<file path="config.mk">
export PLATFORM = sky130hd
export DESIGN_NAME = nes_pad_poller
export DESIGN_NICKNAME = d
export VERILOG_FILES = /design/src/rtl/nes_pad_poller.sv
export SDC_FILE = /design/constraint.sdc
export NUM_CORES = 1
export LEC_CHECK = 0
export CORE_MARGIN = 2
export CORE_UTILIZATION = 53
export DETAILED_ROUTE_END_ITERATION = 10
export GPL_TIMING_DRIVEN = 1
export MAX_ROUTING_LAYER = met4
export PLACE_DENSITY = 0.72
export RECOVER_POWER = 25
export SLEW_MARGIN = 25
export SYNTH_ARGS = -nofsm -noshare
export SYNTH_HDL_FRONTEND = slang
export SYNTH_SLANG_ARGS = --single-unit
</file>
<file path="constraint.sdc">
create_clock -name clk -period 2.7 [get_ports clk]
set_input_delay 0.54 -clock clk [delete_from_list [all_inputs] [get_ports clk]]
set_output_delay 0.54 -clock clk [all_outputs]
set_load 0.05 [all_outputs]
</file>
<file path="src/rtl/nes_pad_poller.sv">
// NES game pad poller: strobes the pad at a fixed rate, shifts in the 8 button
// bits and publishes them as an active-high byte with an optional change interrupt.
module nes_pad_poller #(
    parameter int POLL_CYCLES   = 416667,
    parameter int LATCH_CYCLES  = 300,
    parameter int HALF_CYCLES   = 150,
    parameter bit INT_ON_CHANGE = 1'b1
) (
    input  logic       clk,
    input  logic       rst,
    input  logic       enable,
    input  logic       data_in,
    output logic       latch_out,
    output logic       clk_out,
    output logic [7:0] controller_data,
    output logic       int_out_c,
    output logic       busy
);

    localparam int POLL_W    = (POLL_CYCLES > 1) ? $clog2(POLL_CYCLES) : 1;
    localparam int PHASE_MAX = (LATCH_CYCLES > HALF_CYCLES) ? LATCH_CYCLES : HALF_CYCLES;
    localparam int PHASE_W   = (PHASE_MAX > 1) ? $clog2(PHASE_MAX) : 1;

    localparam logic [POLL_W-1:0]  POLL_LAST  = POLL_W'(POLL_CYCLES - 1);
    localparam logic [PHASE_W-1:0] LATCH_LAST = PHASE_W'(LATCH_CYCLES - 1);
    localparam logic [PHASE_W-1:0] HALF_LAST  = PHASE_W'(HALF_CYCLES - 1);

    typedef enum logic [2:0] {
        S_IDLE   = 3'd0,
        S_LATCH  = 3'd1,
        S_SETTLE = 3'd2,
        S_CLK_HI = 3'd3,
        S_DONE   = 3'd4
    } state_t;

    state_t             r_state;
    logic [POLL_W-1:0]  r_poll_cnt;
    logic [PHASE_W-1:0] r_phase;
    logic [2:0]         r_bit_idx;
    logic [7:0]         r_shift;
    logic [7:0]         r_data;
    logic               r_sync1;
    logic               r_sync2;
    logic               r_latch;
    logic               r_clk;
    logic               r_int;
    logic               r_busy;

    logic               w_tick;
    logic [7:0]         w_shift_next;
    logic               w_changed;

    assign w_tick    = (r_poll_cnt == POLL_LAST);
    assign w_changed = (w_shift_next != r_data);

    // Shift register image including the bit captured on this SETTLE cycle.
    always_comb begin
        w_shift_next            = r_shift;
        w_shift_next[r_bit_idx] = ~r_sync2;
    end

    // Free-running poll counter, independent of state and enable.
    always_ff @(posedge clk) begin
        if (rst) begin
            r_poll_cnt <= '0;
        end else if (w_tick) begin
            r_poll_cnt <= '0;
        end else begin
            r_poll_cnt <= r_poll_cnt + POLL_W'(1);
        end
    end

    // Two-flop synchronizer; idles high (released button) out of reset.
    always_ff @(posedge clk) begin
        if (rst) begin
            r_sync1 <= 1'b1;
            r_sync2 <= 1'b1;
        end else begin
            r_sync1 <= data_in;
            r_sync2 <= r_sync1;
        end
    end

    // Frame sequencer; outputs are set on the edge entering each state.
    always_ff @(posedge clk) begin
        if (rst) begin
            r_state   <= S_IDLE;
            r_phase   <= '0;
            r_bit_idx <= 3'd0;
            r_shift   <= 8'h00;
            r_data    <= 8'h00;
            r_latch   <= 1'b0;
            r_clk     <= 1'b0;
            r_int     <= 1'b0;
            r_busy    <= 1'b0;
        end else begin
            r_int <= 1'b0;
            case (r_state)
                S_IDLE: begin
                    if (w_tick && enable) begin
                        r_state   <= S_LATCH;
                        r_phase   <= '0;
                        r_bit_idx <= 3'd0;
                        r_latch   <= 1'b1;
                        r_busy    <= 1'b1;
                    end
                end
                S_LATCH: begin
                    if (r_phase == LATCH_LAST) begin
                        r_state <= S_SETTLE;
                        r_phase <= '0;
                        r_latch <= 1'b0;
                    end else begin
                        r_phase <= r_phase + PHASE_W'(1);
                    end
                end
                S_SETTLE: begin
                    if (r_phase == HALF_LAST) begin
                        r_phase <= '0;
                        r_shift <= w_shift_next;
                        if (r_bit_idx == 3'd7) begin
                            // Publish here so the byte and the pulse share the DONE cycle.
                            r_state <= S_DONE;
                            r_data  <= w_shift_next;
                            r_int   <= (!INT_ON_CHANGE) || w_changed;
                        end else begin
                            r_state <= S_CLK_HI;
                            r_clk   <= 1'b1;
                        end
                    end else begin
                        r_phase <= r_phase + PHASE_W'(1);
                    end
                end
                S_CLK_HI: begin
                    if (r_phase == HALF_LAST) begin
                        r_state   <= S_SETTLE;
                        r_phase   <= '0;
                        r_bit_idx <= r_bit_idx + 3'd1;
                        r_clk     <= 1'b0;
                    end else begin
                        r_phase <= r_phase + PHASE_W'(1);
                    end
                end
                S_DONE: begin
                    r_state <= S_IDLE;
                    r_busy  <= 1'b0;
                end
                default: begin
                    r_state <= S_IDLE;
                    r_phase <= '0;
                    r_latch <= 1'b0;
                    r_clk   <= 1'b0;
                    r_busy  <= 1'b0;
                end
            endcase
        end
    end

    assign latch_out       = r_latch;
    assign clk_out         = r_clk;
    assign controller_data = r_data;
    assign int_out_c       = r_int;
    assign busy            = r_busy;

endmodule

</file>
### Yosys cells after proc, flatten, opt, wreduce, memory -nomap -nowiden

Index checks and enable logic that the tools add are counted.

* div/mod/pow operators: 0
* mux-type cells: 24
* bitwise operators: 8
* reduce and logical (&&, ||, !) cells: 18
* add/subtract/negate cells: 3
* eq/ne operators: 14
* $lt $le $gt $ge: 2
* $mul: 0
* shift operators: 0

Operators by type and width (number)
* $pmux 9 s4: 1
* $mux 9: 3
* $mux 3: 7
* $add 19x1->19 const B: 1
* $eq 19x19->1 const B: 1
* $pmux 3 s4: 1
* $ne 2x2->1 const B: 5
* $add 9x1->9 const B: 1
* $eq 9x8->1 const B: 1
* $eq 9x9->1 const B: 1
* $reduce_and 3->1: 3
* $reduce_or 3->1: 3
* $bwmux 8: 1
* $ne 8x8->1: 1
* $not 1->1: 8
* $reduce_and 4->1: 2
* $eq 3x2->1 const B: 2
* $eq 3x3->1 const B: 2
* $mux 1: 6
* $pmux 1 s3: 2
* $pmux 3 s2: 1
* $reduce_and 2->1: 3
* $lt 3x4->1 const B: 1
* $reduce_or 2->1: 2
* other kinds (9): 10

* logic and storage cells: 81
* output and inout port bits: 12
* memory bits (writable): 0
* ROM bits: 0
* memories: 0
* input port bits: 4
* register bits after elaboration: 56
* bits in latches: 0

### Depth between registers and ports, before layout

* word-level depth: 6
* depth in mapped cells: 9
* depth with buffers taken out: 7

### Worst setup path before layout

No wires, ideal clock.

* path kind: flip-flop to flip-flop
* start: reg r_phase[0]
* end: reg r_state[0]
* slack: 0.734 ns
* data required time: 2.570 ns
* cell stages (with the launch flop): 7
* period minus slack after synthesis: 1.966 ns
* path buffers: 0
* setup time: 0.130 ns
* data arrival time: 1.836 ns
* cell sequence: dfxtp_1 > ha_1 > or4bb_1 > o211ai_1 > o21ai_2 > a221oi_1 > nor3_1

* word-level cells in the longest chain between the ends: 3
* elaborated cells on any way between the ends: 6
* those cells by class: eq/ne (5); reduce/logical (1)

RTL lines
* from (decl): RTL line 38 `logic [PHASE_W-1:0] r_phase;`
* from (signal assigned): RTL line 114 `r_phase <= r_phase + PHASE_W'(1);`
* from (signal assigned): RTL line 131 `r_phase <= r_phase + PHASE_W'(1);`
* from (signal assigned): RTL line 141 `r_phase <= r_phase + PHASE_W'(1);`
* $eq 9x8->1 / $eq 9x9->1 (equally long branches): RTL line 118, 135, 109
* $ne 2x2->1 (no line)
* $reduce_and 4->1 (no line) *
* to (signal assigned): RTL line 123 `r_state <= S_DONE;`
* to (signal assigned): RTL line 127 `r_state <= S_CLK_HI;`
* to (signal assigned): RTL line 136 `r_state <= S_SETTLE;`
* to (decl): RTL line 36 `state_t r_state;`

Every way passes the cells marked *; elsewhere a longest branch is shown, timed or not.
A chain may end at the register's enable or synchronous reset.

### Worst setup path in the final report

* start: reg r_state[1]
* end: reg r_int (netlist: int_out_c)

* word-level cells in the longest chain between the ends: 3

RTL lines
* from (signal assigned): RTL line 87 `r_state <= S_IDLE;`
* from (signal assigned): RTL line 101 `r_state <= S_LATCH;`
* from (signal assigned): RTL line 110 `r_state <= S_SETTLE;`
* $eq 3x2->1: RTL line 98 `case (r_state)`
* $not 1->1 (no line)
* $reduce_or 4->1 (no line)
* to (signal assigned): RTL line 125 `r_int <= (!INT_ON_CHANGE) || w_changed;`
* to (decl): RTL line 46 `logic r_int;`

Every way passes these cells.

==> results.toml <==
[cts]
cts_setup_buffers = 0
cts_sinks = 56
cts_buffer_depth = 2
cts_tree = "done"
postCtsHoldBufs = 0
htreeDepth = 2
cts-resized-gates = 0
path_clk_slew_ns = 0.10
cts_root_buf = "clkbuf_8"
clock_latency_ns = 0.31
cts_buffers = 5

[routing]
dr.pass1.iters = 4
vias = 2412
drc = 0
finalWirelength_mm = 5.82
wire_per_inst_um = 13.6
drtIter0Drc = 140
postRouteAntennaNets = 0
routed_via_density = 5.64

[yosys]
synth_top_cell_by_area = "dfxtp_1"
synth.avg_cell_area_sq_um = 8.71
async_flop_share_pct = 0
synth_cell_types = 62
synthCells = 347
yosysWarningCount = 0
synth_nets = 357
yosys-top-cells-count = "56 x dfxtp_1, 49 x nor2_1, 28 x nand2_1, 21 x mux2i_1, 16 x inv_1"
synth_seq_area_share_pct = 37.1
synth_most_common_cell = "dfxtp_1"
netlist_area_sq_um = 3020
synthFlopType = "dfxtp_1"
synth-edff-count = 0
synth.area.top_cells = "dfxtp_1 37%, mux2i_1 7.0%, nor2_1 6.1%"
synth_top_cell_area_share_pct = 37.1
ys_ff_latch = 56

[run_status]
outcome = "complete, no violations"

[critical_path]
path_max_fanout = 11
worst_setup_path_end_kind = "flip-flop"
crit_required_ns = 2.93
slowest_delay_ns = 0.54
cp.arrival_ns = 2.40
cp_slowest_cell = "dfxtp_1"
crit_chain = "or3b_2 > nor3_2 > nand2_2 > or2_0 > a41oi_1"
worst-setup-path-type = "flip-flop to flip-flop"
startpoint_type = "flip-flop"

[floorplan]
die_area_sq_um = 6320
initial_core_util_pct = 54.9
die_y_um = 79.5
core-area_sq_um = 5510
die_w_um = 79.5
ios = 16
rows = 27

[layout]
multi_input_area_sq_um = 1770
fillers = 482
diodes = 0
layout-drive-gt1-share_pct = 8.15
regArea_sq_um = 1120
fin_cells = 428
syn_to_final_growth_pct = 9.27
nNetsFinal = 365
utilization_pct = 60.0

[global_route]
grt_remaining_overflow = 0
grt_usage_pct = 20.4
grt_pass1_vias = 2224
grt_max_degree = 20
antenna_found_initial = 0
grt_pass1_wl_mm = 10.2

[placement]
gp_congestion = 0.825
place_hpwl_mm = 4.13
dp.cells = 420
io_buffers = 15

[power]
power.density_nw_per_um2 = 404
p_leak_nw = 1.24
ir_drop_uv = 385

[sta]
hold_viol_final = 0
finalWorstPathRequiredPeriod_ns = 2.17
drv_slew = 0
final-setup-viol-count = 0
rsz0062_at_grt = "false"
finalSetupTns_ns = 0
finClkSkew_ns = 0.00833
max_freq_mhz = 460
hold-worst-slack_ns = 0.419
worstMarginPinSlew_ns = 0.710
relSlewSlack_pct = 52.7
period_share_pct = 80.5

[job]
cap_violations = 0

[min_path]
hp-class = "flip-flop to flip-flop"
[report_power, final]
part | internal (mW) | switching (mW) | total (mW) | leakage (nW)
Combinational | 0.0131 | 0.0221 | 0.0351 | 0.747
Clock | 0.185 | 0.279 | 0.464 | 0.0445
Sequential | 0.831 | 0.00612 | 0.837 | 0.452
Total | 1.03 | 0.307 | 1.34 | 1.24
[placed cells by master, fill, tap and decap left out, types with 4 or more instances in the layout]
cell type,count
a21oi_1,9
clkdlybuf4s50_1,14
nor3_1,6
nand4_1,8
nand2_1,28
o21ai_0,4
nor2_1,49
ha_1,6
a41oi_1,4
dfxtp_1,56
nand2b_1,8
nor4_1,7
clkbuf_8,5
nand3_1,14
nor3b_1,4
nor2b_1,4
mux2i_1,21
xor2_1,11
inv_1,16
xnor2_1,13
[layout make-up]
cell class | count | share of cell area, %
multi-input combinational | 257 | 53.4
sequential | 56 | 33.9
timing repair buffer | 19 | 5.34
tap | 72 | 2.73
clock buffer | 5 | 2.08
inverter | 16 | 1.82
clock inverter | 3 | 0.644
[sequential cells by signal (all words and copies together) (netlist names)]
name / flops
clk_out: 1
r_bit_idx: 3
r_sync2: 1
r_state: 3
latch_out: 1
r_phase: 9
r_sync1: 1
int_out_c: 1
controller_data: 8
r_shift: 8
busy: 1
r_poll_cnt: 19
[cells by family (layout without fill, tap and decap cells)]
logic type	Yosys count	in the layout	share of synthesized area [%]
mux	24	24	8.07
xor+xnor	24	24	6.95
buf+inv	34	43	4.51
compound gates	40	40	10.4
flops	56	56	37.1
simple gates	163	163	30.5
fa+ha+maj	6	6	2.48
[per-stage QoR]
step | area [sq um] | worst slack, ns | total power [mW]
after floorplan | 3020 | 0.734 | 0.878
after CTS | 3310 | 0.511 | 1.36
after global routing | 3300 | 0.307 | 1.39
after detailed placement | 3220 | 0.437 | 0.892
after global placement | 3220 | 0.473 | 0.892
final | 3300 | 0.525 | 1.34
[final timing paths]
path	start	endpoint	slack [ns]	depth (start not counted)
worst max-delay path	r_state[1]$_SDFFE_PP0P_	int_out_c$_SDFF_PP0_	0.53	5
worst min-delay path	r_sync1$_SDFF_PP1_	r_sync2$_SDFF_PP1_	0.42	1
worst max register to register	r_state[1]$_SDFFE_PP0P_	int_out_c$_SDFF_PP0_	0.53	5
worst min register to register	r_sync1$_SDFF_PP1_	r_sync2$_SDFF_PP1_	0.42	1
[worst max-delay path, delay by kind of cell, from the launching register on]
family / cells / cell delay [ns]
compound gates: 1 / 0.17
simple gates: 4 / 1.38
flops: 1 / 0.54
[layer usage]
layer	track usage [%]	routed length, um	vias to the layer above
li1	-	-	1247
met1	26.3	2890	1119
met2	32.8	2680	40
met3	3.62	189	6
met4	6.38	53	0
met5	-	0	-
Note: power is estimated with default switching activity, not from simulation.
